===== src/rtl/lsu_pkg.sv =====
// Shared types and constants for the data-memory load/store unit.
//   lsu_state_e : FSM state encoding (idle, issue, wait, response)
//   MEM_READ/MEM_WRITE : encodings of the memory r_w line
//   lsu_req_t : request fields latched at acceptance
package lsu_pkg;

  localparam int unsigned LSU_DATA_W = 8;
  localparam int unsigned LSU_ADDR_W = 5;
  localparam int unsigned LSU_RD_W   = 3;

  localparam logic MEM_READ  = 1'b1;
  localparam logic MEM_WRITE = 1'b0;

  typedef enum logic [1:0] {
    StIdle,
    StIssue,
    StWait,
    StResp
  } lsu_state_e;

  typedef struct packed {
    logic                  we;
    logic [LSU_ADDR_W-1:0] ea;
    logic [LSU_DATA_W-1:0] wdata;
    logic [LSU_RD_W-1:0]   rd;
  } lsu_req_t;

endpackage


===== src/rtl/data_mem_lsu_if.sv =====
// Request/response channels between the execute stage and the LSU.
//   master : execute side (drives requests, consumes responses)
//   slave  : LSU side (accepts requests, produces responses)
interface data_mem_lsu_if #(
  parameter int unsigned DATA_W = 8
) ();

  logic                        req_valid;
  logic                        req_ready;
  logic                        req_we;
  logic [DATA_W-1:0]           req_base;
  logic [DATA_W-1:0]           req_offset;
  logic [DATA_W-1:0]           req_wdata;
  logic [lsu_pkg::LSU_RD_W-1:0] req_rd;

  logic                        rsp_valid;
  logic                        rsp_ready;
  logic [DATA_W-1:0]           rsp_data;
  logic [lsu_pkg::LSU_RD_W-1:0] rsp_rd;
  logic                        rsp_fault;

  modport master (
    output req_valid, req_we, req_base, req_offset, req_wdata, req_rd, rsp_ready,
    input  req_ready, rsp_valid, rsp_data, rsp_rd, rsp_fault
  );

  modport slave (
    input  req_valid, req_we, req_base, req_offset, req_wdata, req_rd, rsp_ready,
    output req_ready, rsp_valid, rsp_data, rsp_rd, rsp_fault
  );

endinterface


===== src/rtl/lsu_ea_calc.sv =====
// Effective-address adder and bounds compare.
//   base_i, offset_i : operands; offset is two's complement, sum wraps mod 2^DATA_W
//   addr_o           : low ADDR_W bits of the effective address
//   oob_o            : effective address >= MEM_DEPTH
module lsu_ea_calc #(
  parameter int unsigned DATA_W    = 8,
  parameter int unsigned ADDR_W    = 5,
  parameter int unsigned MEM_DEPTH = 32
) (
  input  logic [DATA_W-1:0] base_i,
  input  logic [DATA_W-1:0] offset_i,
  output logic [ADDR_W-1:0] addr_o,
  output logic              oob_o
);

  logic [DATA_W-1:0] ea;

  // Carry out is dropped on purpose: negative offsets rely on the wrap.
  assign ea     = base_i + offset_i;
  assign addr_o = ea[ADDR_W-1:0];
  assign oob_o  = 32'(ea) >= MEM_DEPTH;

endmodule


===== src/rtl/data_mem_lsu.sv =====
// Load/store unit driving the 32x8 data memory bank.
//   clk, reset   : clock, synchronous active-high reset
//   bus          : request/response channels (slave side)
//   mem_r_w      : 1 = read, 0 = write (memory writes on level while 0)
//   mem_addr_in  : write address;  mem_data_in : write data
//   mem_addr_out : read address;   mem_data_out : read data, valid RD_LAT cycles later
//   busy         : FSM not idle
// Build option LSU_BOUNDS_CHECK_EN: an effective address >= MEM_DEPTH skips the
// memory and returns a faulting response (loads and stores).
module data_mem_lsu
  import lsu_pkg::*;
#(
  parameter int unsigned DATA_W    = LSU_DATA_W,
  parameter int unsigned ADDR_W    = LSU_ADDR_W,
  parameter int unsigned MEM_DEPTH = 32,
  parameter int unsigned RD_LAT    = 1
) (
  input  logic              clk,
  input  logic              reset,
  data_mem_lsu_if.slave     bus,
  output logic              mem_r_w,
  output logic [ADDR_W-1:0] mem_addr_in,
  output logic [ADDR_W-1:0] mem_addr_out,
  output logic [DATA_W-1:0] mem_data_in,
  input  logic [DATA_W-1:0] mem_data_out,
  output logic              busy
);

  lsu_state_e        state_q, state_d;
  lsu_req_t          req_q, req_d;
  logic [1:0]        cnt_q, cnt_d;
  logic [DATA_W-1:0] rsp_data_q, rsp_data_d;
  logic              rsp_fault_q, rsp_fault_d;
  logic              mem_r_w_q, mem_r_w_d;

  logic [ADDR_W-1:0] ea_addr;
  logic              oob;
  logic              fault;

  lsu_ea_calc #(
    .DATA_W    (DATA_W),
    .ADDR_W    (ADDR_W),
    .MEM_DEPTH (MEM_DEPTH)
  ) u_ea_calc (
    .base_i   (bus.req_base),
    .offset_i (bus.req_offset),
    .addr_o   (ea_addr),
    .oob_o    (oob)
  );

`ifdef LSU_BOUNDS_CHECK_EN
  assign fault = oob;
`else
  logic unused_oob;
  assign unused_oob = oob;
  assign fault      = 1'b0;
`endif

  always_comb begin
    state_d     = state_q;
    req_d       = req_q;
    cnt_d       = cnt_q;
    rsp_data_d  = rsp_data_q;
    rsp_fault_d = rsp_fault_q;
    mem_r_w_d   = MEM_READ;
    unique case (state_q)
      StIdle: begin
        if (bus.req_valid) begin
          req_d       = '{we: bus.req_we, ea: ea_addr, wdata: bus.req_wdata, rd: bus.req_rd};
          rsp_fault_d = fault;
          if (fault) begin
            rsp_data_d = '0;
            state_d    = StResp;
          end else begin
            // Registered so the write strobe covers exactly the ISSUE cycle.
            if (bus.req_we) mem_r_w_d = MEM_WRITE;
            state_d = StIssue;
          end
        end
      end
      StIssue: begin
        if (req_q.we) begin
          state_d = StIdle;
        end else begin
          cnt_d   = 2'(RD_LAT - 1);
          state_d = StWait;
        end
      end
      StWait: begin
        if (cnt_q == 2'd0) begin
          rsp_data_d = mem_data_out;
          state_d    = StResp;
        end else begin
          cnt_d = cnt_q - 2'd1;
        end
      end
      StResp: begin
        if (bus.rsp_ready) state_d = StIdle;
      end
      default: state_d = StIdle;
    endcase
  end

  always_ff @(posedge clk) begin
    if (reset) begin
      state_q     <= StIdle;
      req_q       <= '0;
      cnt_q       <= '0;
      rsp_data_q  <= '0;
      rsp_fault_q <= 1'b0;
      mem_r_w_q   <= MEM_READ;
    end else begin
      state_q     <= state_d;
      req_q       <= req_d;
      cnt_q       <= cnt_d;
      rsp_data_q  <= rsp_data_d;
      rsp_fault_q <= rsp_fault_d;
      mem_r_w_q   <= mem_r_w_d;
    end
  end

  // Reset forces a read immediately so a store caught in ISSUE never lands.
  assign mem_r_w      = mem_r_w_q | reset;
  assign mem_addr_in  = req_q.ea;
  assign mem_addr_out = req_q.ea;
  assign mem_data_in  = req_q.wdata;

  assign bus.req_ready = (state_q == StIdle);
  assign bus.rsp_valid = (state_q == StResp);
  assign bus.rsp_data  = rsp_data_q;
  assign bus.rsp_rd    = req_q.rd;
  assign bus.rsp_fault = rsp_fault_q;
  assign busy          = (state_q != StIdle);

endmodule


===== src/flat_wrapper.sv =====
// flat-port wrapper written by rule: the top's interface ports become plain ports
module data_mem_lsu_flat import lsu_pkg::*;
#(
  parameter int unsigned DATA_W    = LSU_DATA_W,
  parameter int unsigned ADDR_W    = LSU_ADDR_W,
  parameter int unsigned MEM_DEPTH = 32,
  parameter int unsigned RD_LAT    = 1
)
  (clk, reset, mem_r_w, mem_addr_in, mem_addr_out, mem_data_in, mem_data_out, busy, bus_req_valid, bus_req_we, bus_req_base, bus_req_offset, bus_req_wdata, bus_req_rd, bus_rsp_ready, bus_req_ready, bus_rsp_valid, bus_rsp_data, bus_rsp_rd, bus_rsp_fault);
  data_mem_lsu_if #(.DATA_W(DATA_W)) bus_i ();
  input  logic clk;
  input  logic reset;
  output logic mem_r_w;
  output logic [ADDR_W-1:0] mem_addr_in;
  output logic [ADDR_W-1:0] mem_addr_out;
  output logic [DATA_W-1:0] mem_data_in;
  input  logic [DATA_W-1:0] mem_data_out;
  output logic busy;
  input wire logic [$bits(bus_i.req_valid)-1:0] bus_req_valid;
  input wire logic [$bits(bus_i.req_we)-1:0] bus_req_we;
  input wire logic [$bits(bus_i.req_base)-1:0] bus_req_base;
  input wire logic [$bits(bus_i.req_offset)-1:0] bus_req_offset;
  input wire logic [$bits(bus_i.req_wdata)-1:0] bus_req_wdata;
  input wire logic [$bits(bus_i.req_rd)-1:0] bus_req_rd;
  input wire logic [$bits(bus_i.rsp_ready)-1:0] bus_rsp_ready;
  output wire logic [$bits(bus_i.req_ready)-1:0] bus_req_ready;
  output wire logic [$bits(bus_i.rsp_valid)-1:0] bus_rsp_valid;
  output wire logic [$bits(bus_i.rsp_data)-1:0] bus_rsp_data;
  output wire logic [$bits(bus_i.rsp_rd)-1:0] bus_rsp_rd;
  output wire logic [$bits(bus_i.rsp_fault)-1:0] bus_rsp_fault;
  assign bus_i.req_valid = bus_req_valid;
  assign bus_i.req_we = bus_req_we;
  assign bus_i.req_base = bus_req_base;
  assign bus_i.req_offset = bus_req_offset;
  assign bus_i.req_wdata = bus_req_wdata;
  assign bus_i.req_rd = bus_req_rd;
  assign bus_i.rsp_ready = bus_rsp_ready;
  assign bus_req_ready = bus_i.req_ready;
  assign bus_rsp_valid = bus_i.rsp_valid;
  assign bus_rsp_data = bus_i.rsp_data;
  assign bus_rsp_rd = bus_i.rsp_rd;
  assign bus_rsp_fault = bus_i.rsp_fault;
  data_mem_lsu #(.DATA_W(DATA_W), .ADDR_W(ADDR_W), .MEM_DEPTH(MEM_DEPTH), .RD_LAT(RD_LAT)) u_core (.clk(clk), .reset(reset), .bus(bus_i), .mem_r_w(mem_r_w), .mem_addr_in(mem_addr_in), .mem_addr_out(mem_addr_out), .mem_data_in(mem_data_in), .mem_data_out(mem_data_out), .busy(busy));
endmodule

===== config.mk =====
export PLATFORM = sky130hd
export DESIGN_NAME = data_mem_lsu_flat
export DESIGN_NICKNAME = d
export VERILOG_FILES = /design/src/rtl/lsu_pkg.sv /design/src/rtl/data_mem_lsu_if.sv /design/src/rtl/lsu_ea_calc.sv /design/src/rtl/data_mem_lsu.sv /design/src/flat_wrapper.sv
export SDC_FILE = /design/constraint.sdc
export NUM_CORES = 1
export LEC_CHECK = 0
export ABC_AREA = 1
export CORE_MARGIN = 2
export CORE_UTILIZATION = 41
export CTS_CLUSTER_SIZE = 40
export DETAILED_ROUTE_END_ITERATION = 8
export PLACE_DENSITY = 0.81
export RECOVER_POWER = 100
export SYNTH_ARGS = -nofsm -noshare
export SYNTH_HDL_FRONTEND = slang
export SYNTH_SLANG_ARGS = --single-unit

===== constraint.sdc =====
create_clock -name clk -period 2.05 [get_ports clk]
set_input_delay 0.615 -clock clk [delete_from_list [all_inputs] [get_ports clk]]
set_output_delay 0.615 -clock clk [all_outputs]
set_load 0.02 [all_outputs]

==> flow_summary.ini <==
[power_and_ir_drop]
ir_worst_vdd_uv = 388
powerDensity_nw_per_um2 = 954
p_sw_share_pct = 35.5
p_int_mw = 1.34
combPwrFrac_pct = 41.1
switchingPower_uw = 741
power_frac_seq_pct = 36.1
power.total_mw = 2.09
pwr-share-clk_pct = 22.8
leakage_nw = 1.05

[grt]
grt_pass1_wl_mm = 5.20
overflow = 0
grtUsageTotal_pct = 15.8
grt_pass1_vias = 1263
antenna_found_initial = 0
grt_max_degree = 26

[sta]
maxSlewViolCount = 0
tightest_slew_ps = 644
skew_ps = 8.42
hold_violations = 0
holdWs_ps = 460
setup_viol = 0
max_freq_ghz = 0.510
rsz0062_at_grt = false
maxSlewHeadroom_pct = 57.0
finalCriticalPeriod_ps = 1960
finalCritPeriodShare_pct = 95.6

[clock_tree]
clock_sinks = 30
cts_made_buffers = 5
cts_max_level = 2
ctsRootBufferMaster = clkbuf_8
cts-resized-gates = 7
cts_buffer_depth = 2
ctsHoldBuffers = 0
cts_setup_buffers = 0
path_clk_slew_ps = 60
cts_tree = built
clkLatencyLatePin_ps = 280

[finish]
finalInstanceArea_um2 = 2190
final_nets = 309
nFillCells = 352
multi_input_area_um2 = 668
final_util_pct = 59.7
regArea_um2 = 601
drive_gt1_share_pct = 6.95
diodes = 0
syn2layout_area_growth_pct = 40.4

[floorplan]
start_util_pct = 42.5
rows = 22
die_h_um = 65.6
core_um2 = 3660
dieWidth_um = 65.6
pin_count = 74
dieArea_um2 = 4310

[synth]
yosysWarnings = 0
synth_nets = 258
synth-seq-cells = 30
synth.avg_cell_area_um2 = 7.53
ys_top_cells_by_count = 49 x nor2_1, 30 x dfxtp_1, 23 x buf_4
ys_types = 24
ys_top_cells_by_area = dfxtp_1 39%, nor2_1 12%, buf_4 11%
synth_top_area_cell = dfxtp_1
synth_edf_count = 0
syn-instance-count = 207
netlist.area_leader.share_pct = 38.6
synth_flop_cell = dfxtp_1
synth_seq_area_share_pct = 38.6
synth_area_um2 = 1560
ys_async_sr_fraction_pct = 0
synth.most_common_cell = nor2_1

[worst_setup_path]
cp_common_cell = inv_1
critPathArrivalTime_ps = 1350
rr_worst_depth = 7
required_ps = 1430
endpoint_kind = output pin
start_kind = flop
crit_type = flop to output pin
worstPathCellList = inv_1 > ha_1 > inv_1 > clkdlybuf4s15_1
crit_family = buffers and inverters
worstReg2RegEnd = u_core.req_q[16]
reg2reg_slack_ps = 370
slowest_delay_ps = 380
cp.buffers_inverters = 3
cp_max_fo = 4
cp_slowest_cell = dfxtp_1
cp_num_cells = 4

[placement]
port_buffers = 66
routabilityCongestion = 0.730
placed_area_um2 = 2100
hpwl_mm = 2.38

[detailed_routing]
first_iter_violations = 49
wl_per_cell_um = 10.3
vias_per_cell = 4.48
ant_nets = 0
drtPass1Iterations = 4
vias = 1374
drc = 0
drt-total-wl_mm = 3.16

[worst_hold_path]
hold_depth = 2
worstHoldStart = u_core.cnt_q[0]
min_path_type = flop to flop
min_to = u_core.cnt_q[0]

[run_status]
status = completed

[flow_run]
drv_cap = 0
logic make-up (layout without fill, tap and decap cells):
family                   count (synthesis)  after routing  share of synthesized area [%]
AO/OA/AOI/OAI                           29             29                           9.64
buffers and inverters                   47             99                           18.4
XOR/XNOR                                 1              1                          0.562
adder cells (fa/ha/maj)                 11             11                           9.32
flip-flops                              30             30                           38.6
other                                    1              1                          0.241
AND/OR/NAND/NOR                         88             88                           23.3
worst max-delay path by stage:
stage	to	slack, ps
2_1_floorplan	u_core.mem_addr_in[4]	400
3_3_place_gp	mem_r_w	-430
3_5_place_dp	mem_r_w	-430
4_1_cts	mem_r_w	-50
5_1_grt	busy	10
6_report	busy	90
cell type report:
class	instances	area share, %
Multi-Input combinational cell	130	30.5
Sequential cell	30	27.5
Timing Repair Buffer	71	31.6
Clock buffer	7	3.95
Clock inverter	1	0.229
Tap cell	48	2.75
Inverter	20	3.43
worst register-to-register path, stage by stage (launching register included):
cell     delay (ps)
dfxtp_1         340
inv_1           100
ha_1            210
buf_4           130
nand2_2          40
inv_1           470
nand3_1         180
o31ai_1         110
sequential cells by signal, indices dropped and copies added (netlist names), named ones only:
register             flops
u_core.state_q           1
u_core.bus.rsp_data      8
u_core.mem_data_in       8
u_core.req_q             1
u_core.cnt_q             2
u_core.mem_r_w_q         1
u_core.mem_addr_in       5
u_core.bus.rsp_rd        3
stage by stage:
| stage | std cells | setup WS (ps) | TNS [ps] |
|---|---|---|---|
| 2_1_floorplan | 207 | 396 | 0 |
| 3_3_place_gp | 299 | -426 | -572 |
| 3_5_place_dp | 299 | -426 | -623 |
| 4_1_cts | 307 | -46.0 | -46.0 |
| 5_1_grt | 307 | 10.9 | 0 |
| 6_report | 307 | 89.3 | 0 |
power groups by stage:
stage | sequential, mW | combinational [mW] | clock [mW]
finish | 0.753 | 0.857 | 0.476
global route | 0.765 | 0.957 | 0.519
CTS | 0.759 | 0.909 | 0.494
detailed placement | 0.772 | 0.919 | 0
global placement | 0.765 | 0.909 | 0
floorplan | 0.802 | 0.598 | 0
routing by layer:
metal  GRT usage [%]  routed length [µm]  up-vias
li1                -                   -      727
met1            17.4                1360      586
met2            26.3                1460       52
met3            5.14                 262        9
met4            9.38                  78        0
met5               0                   0        -
cells in the final DEF (no fill, tap or decap), drive strengths merged:
cell type       n
nor3            1
nand3           8
xnor2           1
inv            20
o31ai           1
clkdlybuf4s50  31
a21boi          1
dlygate4sd2     2
or2             3
dlymetal6s2s    1
clkdlybuf4s15   1
nand3b          1
nand2          24
conb            1
clkbuf          9
ha             10
dlygate4sd3    30
o21ai          23
clkinv          1
nor2           51
a21oi           4
fa              1
dfxtp          30
buf             4
Power figures use the tool's default switching activity.
